[config.mk]
export PLATFORM = sky130hd
export DESIGN_NAME = exe_mem_pipe
export DESIGN_NICKNAME = d
export VERILOG_FILES = /design/src/rtl/core_pkg.sv /design/src/rtl/mem_align_chk.sv /design/src/rtl/exe_mem_pipe.sv
export SDC_FILE = /design/constraint.sdc
export NUM_CORES = 1
export LEC_CHECK = 0
export ABC_AREA = 1
export BUFFER_PORTS_ARGS = -buffer_cell sky130_fd_sc_hd__buf_2
export CAP_MARGIN = 20
export CORE_ASPECT_RATIO = 2
export CORE_MARGIN = 2
export CORE_UTILIZATION = 40
export CTS_CLUSTER_DIAMETER = 50
export DETAILED_ROUTE_END_ITERATION = 12
export GPL_TIMING_DRIVEN = 0
export PLACE_DENSITY = 0.71
export RECOVER_POWER = 50
export SYNTH_ARGS = -nofsm -noshare
export SYNTH_HDL_FRONTEND = slang
export SYNTH_SLANG_ARGS = --single-unit
[constraint.sdc]
create_clock -name clk_in -period 4.6 [get_ports clk_in]
set_input_delay 0.23 -clock clk_in [delete_from_list [all_inputs] [get_ports clk_in]]
set_output_delay 0.23 -clock clk_in [all_outputs]
set_load 0.02 [all_outputs]
[src/rtl/core_pkg.sv]
// Shared core definitions: memory op encoding, ctrl constants and op size decode.
package core_pkg;

  typedef enum logic [3:0] {
    OP_NONE = 4'd0,
    OP_LB   = 4'd1,
    OP_LH   = 4'd2,
    OP_LW   = 4'd3,
    OP_LBU  = 4'd4,
    OP_LHU  = 4'd5,
    OP_SB   = 4'd6,
    OP_SH   = 4'd7,
    OP_SW   = 4'd8
  } mem_op_e;

  typedef enum logic [1:0] {
    SIZE_BYTE = 2'd0,
    SIZE_HALF = 2'd1,
    SIZE_WORD = 2'd2
  } op_size_e;

  localparam logic STOP          = 1'b1;
  localparam logic NOSTOP        = 1'b0;
  localparam logic WRITE_ENABLE  = 1'b1;
  localparam logic WRITE_DISABLE = 1'b0;

  // OP_NONE and unused codes report byte size, so they never trap as misaligned.
  function automatic op_size_e op_size(input logic [3:0] op);
    op_size_e sz;
    case (op)
      OP_LH, OP_LHU, OP_SH: sz = SIZE_HALF;
      OP_LW, OP_SW:         sz = SIZE_WORD;
      default:              sz = SIZE_BYTE;
    endcase
    return sz;
  endfunction

endpackage

[src/rtl/mem_align_chk.sv]
// Combinational natural-alignment check for a memory op and the low address bits.
module mem_align_chk
  import core_pkg::*;
(
  input  logic [3:0] op_i,
  input  logic [1:0] addr_i,
  output logic       misaligned_o
);

  always_comb begin
    misaligned_o = 1'b0;
    case (op_size(op_i))
      SIZE_HALF: misaligned_o = addr_i[0];
      SIZE_WORD: misaligned_o = (addr_i != 2'b00);
      default:   misaligned_o = 1'b0;
    endcase
  end

endmodule

[src/rtl/exe_mem_pipe.sv]
// EXE->MEM pipeline register with valid bit, hold/bubble/flush control and
// registered misalignment trap. Define EXE_MEM_PERF_EN for stall/bubble counters.
module exe_mem_pipe
  import core_pkg::*;
#(
  parameter int unsigned DATA_W  = 32,
  parameter int unsigned ADDR_W  = 32,
  parameter int unsigned RADDR_W = 5,
  parameter int unsigned STALL_W = 6,
  parameter int unsigned EXE_IDX = 3,
  parameter int unsigned MEM_IDX = 4
) (
  input  logic               clk_in,
  input  logic               reset_in,
  input  logic               valid_in,
  input  logic [DATA_W-1:0]  reg_wdata_in,
  input  logic [RADDR_W-1:0] reg_waddr_in,
  input  logic               reg_we_in,
  input  logic [DATA_W-1:0]  mem_data_in,
  input  logic [ADDR_W-1:0]  mem_addr_in,
  input  logic               mem_we_in,
  input  logic [3:0]         mem_op_in,
  input  logic [STALL_W-1:0] stall_in,
  input  logic               flush_in,
  output logic               valid_out,
  output logic [DATA_W-1:0]  reg_wdata_out,
  output logic [RADDR_W-1:0] reg_waddr_out,
  output logic               reg_we_out,
  output logic [DATA_W-1:0]  mem_data_out,
  output logic [ADDR_W-1:0]  mem_addr_out,
  output logic               mem_we_out,
  output logic [3:0]         mem_op_out,
  output logic               misalign_out
`ifdef EXE_MEM_PERF_EN
  ,
  output logic [31:0]        stall_cnt_out,
  output logic [31:0]        bubble_cnt_out
`endif
);

  typedef struct packed {
    logic               valid;
    logic [DATA_W-1:0]  reg_wdata;
    logic [RADDR_W-1:0] reg_waddr;
    logic               reg_we;
    logic [DATA_W-1:0]  mem_data;
    logic [ADDR_W-1:0]  mem_addr;
    logic               mem_we;
    logic [3:0]         mem_op;
    logic               misalign;
  } slot_t;

  slot_t slot_q, slot_d, capture;
  logic  align_err, misaligned;
  logic  do_hold, do_bubble;
  logic  unused_stall;

  assign unused_stall = ^stall_in;

  mem_align_chk u_align_chk (
    .op_i         (mem_op_in),
    .addr_i       (mem_addr_in[1:0]),
    .misaligned_o (align_err)
  );

  assign misaligned = valid_in & align_err;

  always_comb begin
    capture           = '0;
    capture.valid     = valid_in;
    capture.reg_wdata = reg_wdata_in;
    capture.reg_waddr = reg_waddr_in;
    capture.reg_we    = (valid_in && !misaligned) ? reg_we_in : WRITE_DISABLE;
    capture.mem_data  = mem_data_in;
    capture.mem_addr  = mem_addr_in;
    capture.mem_we    = (valid_in && !misaligned) ? mem_we_in : WRITE_DISABLE;
    capture.mem_op    = mem_op_in;
    capture.misalign  = misaligned;
  end

  // A MEM stall always holds (the MEM-only case is illegal but treated as hold);
  // only an EXE stall without a MEM stall inserts a bubble.
  always_comb begin
    do_hold   = 1'b0;
    do_bubble = 1'b0;
    slot_d    = capture;
    if (flush_in) begin
      do_bubble = 1'b1;
      slot_d    = '0;
    end else if (stall_in[MEM_IDX] == STOP) begin
      do_hold = 1'b1;
      slot_d  = slot_q;
    end else if (stall_in[EXE_IDX] == STOP) begin
      do_bubble = 1'b1;
      slot_d    = '0;
    end
  end

  always_ff @(posedge clk_in or posedge reset_in) begin
    if (reset_in) slot_q <= '0;
    else          slot_q <= slot_d;
  end

  assign valid_out     = slot_q.valid;
  assign reg_wdata_out = slot_q.reg_wdata;
  assign reg_waddr_out = slot_q.reg_waddr;
  assign reg_we_out    = slot_q.reg_we;
  assign mem_data_out  = slot_q.mem_data;
  assign mem_addr_out  = slot_q.mem_addr;
  assign mem_we_out    = slot_q.mem_we;
  assign mem_op_out    = slot_q.mem_op;
  assign misalign_out  = slot_q.misalign;

`ifdef EXE_MEM_PERF_EN
  logic [31:0] stall_cnt_q, bubble_cnt_q;

  always_ff @(posedge clk_in or posedge reset_in) begin
    if (reset_in) begin
      stall_cnt_q  <= '0;
      bubble_cnt_q <= '0;
    end else begin
      if (do_hold && stall_cnt_q != '1)     stall_cnt_q  <= stall_cnt_q + 32'd1;
      if (do_bubble && bubble_cnt_q != '1)  bubble_cnt_q <= bubble_cnt_q + 32'd1;
    end
  end

  assign stall_cnt_out  = stall_cnt_q;
  assign bubble_cnt_out = bubble_cnt_q;
`else
  logic unused_perf;
  assign unused_perf = do_hold ^ do_bubble;
`endif

endmodule

; ---- Yosys cells after proc, flatten, opt, wreduce, memory -nomap -nowiden
; Index checks and enable logic that the tools add are counted.
[word_totals]
register_bits = 109
inputBits = 117
out_inout_bits = 109
elab_cells = 30
[op_classes]
eq_ne = 8
muxes = 7
n_bitwise = 1
reduce_logical = 5
[ops]
columns = operator, n
row1 = 109-bit 2-to-1 mux, 3
row2 = "4-bit by 2-bit equality test with 1-bit output, second input constant", 2
row3 = "4-bit by 3-bit equality test with 1-bit output, second input constant", 2
row4 = "4-bit equality test, second input constant", 1
row5 = 2-bit one-hot mux with 2 select lines, 1
row6 = 3-bit OR reduction, 1
row7 = "2-bit by 1-bit equality test with 1-bit output, second input constant", 1
row8 = "2-bit equality test, second input constant", 1
row9 = 1-bit 2-to-1 mux, 2
row10 = "2-bit by 1-bit inequality test with 1-bit output, second input constant", 1
row11 = 1-bit one-hot mux with 2 select lines, 1
row12 = 2-bit nonzero test, 1
row13 = 2-bit OR reduction, 1
row14 = 1-bit AND, 1
row15 = 1-bit logical AND, 1
row16 = 1-bit zero test, 1

; ---- Longest topological paths before layout
[depth]
word_depth = 12
ltp_mapped = 11
ltp_nobuf = 11

; ---- Cells and area by module
; From an unflattened synthesis, not the netlist that was laid out.
[hier_totals]
hier_cells = 502
hier_area_um2 = 4411.7
[modules_own_cells]
columns = module, n_inst, cells_each, area_each_um2, seq_area_each_um2
row1 = exe_mem_pipe, 1, 479, 4299.1, 2727.6
row2 = mem_align_chk, 1, 23, 112.6, 0.0

; ---- Least setup slack after synthesis
; Ideal clock, no wire load.
[synth_timing]
path_kind = input to register
start = input mem_op_in[2]
end = register slot_q, in the netlist mem_we_out
setup_time_ns = 0.117
arrival_time_ns = 1.132
required_time_ns = 4.483
setup_slack_ns = 3.351
path_stages = 8
path_buffers = 0
path_cell_list = inv_1 nand2_1 o21ai_0 ha_1 nor2_1 nand2_1 nand3_1 nand2_1
[synth_between]
elab_chain_len = 12
elab_cells_between_ends = 18
classes_between = eq/ne: 7 / mux: 6 / bitwise: 1 / reduce/logical: 4
[synth_lines]
columns = element, line
row1 = from (decl), exe_mem_pipe.sv:22  ; input logic [3:0] mem_op_in,
row2 = "4-bit by 2-bit equality test with 1-bit output, or another cell as far along", core_pkg.sv:30  ; case (op)
row3 = 3-bit OR reduction or 2-bit OR reduction (tied branches), core_pkg.sv:30
row4 = 2-bit one-hot mux with 2 select lines *, core_pkg.sv:30
row5 = 2-bit equality test or 2-bit by 1-bit equality test with 1-bit output (tied branches), mem_align_chk.sv:12  ; case (op_size(op_i))
row6 = 1-bit one-hot mux with 2 select lines *, mem_align_chk.sv:12
row7 = 1-bit AND *, exe_mem_pipe.sv:66  ; assign misaligned = valid_in & align_err;
row8 = 1-bit zero test *, exe_mem_pipe.sv:76  ; capture.mem_we = (valid_in && !misaligned) ? mem_we_in : WRITE_DISABLE;
row9 = 1-bit logical AND *, exe_mem_pipe.sv:76
row10 = 1-bit 2-to-1 mux *, exe_mem_pipe.sv:76
row11 = 109-bit 2-to-1 mux *, exe_mem_pipe.sv:93  ; end else if (stall_in[EXE_IDX] == STOP) begin
row12 = 109-bit 2-to-1 mux *, exe_mem_pipe.sv:90  ; end else if (stall_in[MEM_IDX] == STOP) begin
row13 = 109-bit 2-to-1 mux *, exe_mem_pipe.sv:87  ; if (flush_in) begin
row14 = to (signal assigned), exe_mem_pipe.sv:101  ; else slot_q <= slot_d;
row15 = to (decl), exe_mem_pipe.sv:53  ; slot_t slot_q, slot_d, capture;
; Every way passes the cells marked *; elsewhere a longest branch is shown, timed or not. The select of a mux whose other input is x is not followed.
; A chain may end at the register's enable or synchronous reset.

==> metrics.md <==
| Metric | Value |
|---|---|
| Status | `finished, violations left` |
| Failing checks | `capacitance limit, slew limit` |
| Crit path time final | `1.866 ns` |
| WHS Path Cells | `3` |
| #FFs+latches synth | `109` |
| Worst skew pair latency | `0.33 ns` |
| Synth warnings | `0` |
| Clock root cell | `clkbuf_16` |
| Overall global routing resource usage | `0.1915` |
| Core area | `11220 µm²` |
| Crit start category | `input pin` |
| Hpwl dp | `9230 µm` |
| Starting DRC count in detailed routing | `104` |
| Worst Skew | `0 ns` |
| Total CTS buffers | `9` |
| Longest Clk Path Bufs | `2` |
| Fmax | `535.9 MHz` |
| PwrDens | `332.5 nW/µm²` |
| Die area | `12370 µm²` |
| Share of cells above drive strength 1 | `0.3347` |
| Peak VDD IR | `0.0002509 V` |
| IO Count | `226` |
| Slowest Stage Delay on Critical Path | `1.05 ns` |
| Top Metal Used | `met4` |
| CTS tree | `yes` |
| Starting Density | `0.4083` |
| Worst min path class | `in2reg` |
| CP cell instances | `dlygate4sd3_1 > buf_2 > clkinvlp_2 > buf_16` |
| Die X | `79.66 µm` |
| Setup crit end kind | `asynchronous set/reset pin` |
| Buffers added on ports | `221` |
| Slew headroom | `-0.2264` |
| Top post-synthesis cells by count | `nand2_1 (119), inv_1 (110), dfrtp_1 (109)` |
| Post-route design area | `5969 µm²` |
| Leak | `0.003558 µW` |
| Post-Synthesis Cells | `484` |
| Postcts setup bufs | `0` |
| Total power | `1985 µW` |
| Crit path required time | `5.09 ns` |
| Fraction of registers with async set/reset | `1.000` |
| Synth unique cells | `16` |
| Wirelength per Cell | `13.64 µm` |
| # rows | `55` |
| Hold Slack | `0.1224 ns` |
| Fillers | `1098` |
| Gr ovfl total | `0` |
| Number of synthesized flops with an enable pin | `0` |
| M1 wire length | `4271 µm` |
| Mapped cell area | `4579 µm²` |
| Top-count cell post-synth | `nand2_1` |
| Htree depth | `3` |
| Post-synthesis sequential area ratio | `0.5956` |
| Worst slew pin tran | `1.830 ns` |
| Largest net degree at the start of global routing | `70` |
| Syn Area/Cell | `9.462 µm²` |
| PostCTS Resize Cnt | `0` |
| Hold_buf cts | `1` |
| CP arrival | `2.36 ns` |
| CP max FO | `69` |
| Total Nets Final | `837` |
| First-pass GRT wire length | `18460 µm` |
| Metal3 WL | `609 µm` |
| Setup TNS | `0 ns` |
| Synth-to-Final Area Change | `30.36%` |
| Area share of the largest cell type after synthesis | `0.5956` |
| Number of remaining DRC errors | `0` |
| RD Place Congestion | `0.7748` |
| Met2 wire length | `6396 µm` |
| Initial antenna violation count | `0` |
| Vias post-DR | `3939` |
| Syn nets | `603` |
| Largest area contributor in the netlist | `dfrtp_1` |
| ANT nets after route | `0` |
| DR vias/cell | `4.554` |
| Fin. max-slew vios | `41` |
| Crit path max-delay cell type | `clkinvlp_2` |
| Placed Area | `5893 µm²` |
| Worst reg-to-reg path cell count | `2` |
| Final setup vio count | `0` |
| RSZ-0062 raised after global routing | `no` |
| Tcrit/Tclk final | `0.4057` |
| Die Span Y | `155.3 µm` |
| N_diodes | `0` |
| Clock Sinks | `109` |
| Ys flop type | `dfrtp_1` |
| Ranking of synthesized cells by area | `dfrtp_1 (60%), nand2_1 (9.8%), o21ai_2 (9.6%), inv_1 (9.0%), o21ai_0 (6.2%)` |
| Reported max-cap violation count | `1` |
| Reg clk slew, reported paths | `0.07 ns` |
| Critical path class | `in2async` |
| Final WL | `11800 µm` |
| Detailed Routing Iterations Pass 1 | `4` |
| Final Hold Viols | `0` |
| Vias in the first global route | `4005` |
per-layer routing:
metal,vias to the layer above,global-route usage
li1,1916,-
met1,1832,0.2049
met5,-,0
met4,0,0.1067
met2,154,0.3473
met3,37,0.03074
path summary, 6_finish.rpt:
kind	slack [ns]	start	endpoint
min	0.12	reg_we_in	reg_we_out
min in group asynchronous	0.90	reset_in	mem_data_out[29]
max	2.73	reset_in	mem_addr_out[30]
min reg2reg	0.48	mem_addr_out[9]	mem_addr_out[9]
max in group clk_in	2.99	flush_in	mem_addr_out[23]
max reg2reg	3.91	reg_wdata_out[16]	reg_wdata_out[16]
placed cells by master, fill, tap and decap left out:
master,instances
dlygate4sd3_1,1
nand2_1,120
clkbuf_8,1
clkbuf_16,9
clkinv_2,2
o21ai_2,6
ha_1,2
nor3_1,2
o21ai_0,101
nand3_1,3
nand3_4,1
clkinv_4,1
buf_6,6
clkbuf_1,28
inv_1,110
nor2_1,4
nand4_1,1
buf_16,1
buf_2,209
inv_2,1
dfrtp_1,109
clkinvlp_2,2
inv_6,3
flip-flops by register name, indices dropped and copies added, names as in the netlist:
name,cells
reg_waddr_out,5
mem_we_out,1
reg_wdata_out,32
mem_op_out,4
mem_addr_out,32
reg_we_out,1
valid_out,1
mem_data_out,32
misalign_out,1
cells by family (layout without fill, tap and decap cells):
logic type / count (synthesis) / after routing / synth area share
buffers and inverters: 135 / 374 / 0.1281
adders and majority gates: 2 / 2 / 0.005464
DFF: 109 / 109 / 0.5956
AOI/OAI and AO/OA: 107 / 107 / 0.1579
and+or+nand+nor: 131 / 131 / 0.1128
per-stage QoR:
step,instances,util,worst slack (ns)
3_3_place_gp,847,0.5227,0.3869
4_1_cts,865,0.5516,3.327
5_1_grt,865,0.5322,2.406
3_5_place_dp,848,0.5254,2.948
6_report,865,0.5322,2.734
2_1_floorplan,484,-,1.496
cell type report:
cell class	count	area (µm²)	area share
timing repair buffer	223	1122	0.1880
tap	142	177.7	0.02976
sequential	109	2728	0.4569
clock inverter	6	45.04	0.007546
buffer	22	133.9	0.02243
inverter	113	426.7	0.07147
clock buffer	10	239.0	0.04003
multi-input combinational	240	1097	0.1838
worst max-delay path, delay by kind of cell:
family,cells,cell delay [ns]
buffers and inverters,4,2.09
where the power goes:
part           switching [µW]  internal (µW)
Clock                     349            387
Combinational             150           85.7
Sequential               19.9            993
Total                     519           1470
No activity file was read; power rests on OpenSTA's default activity.
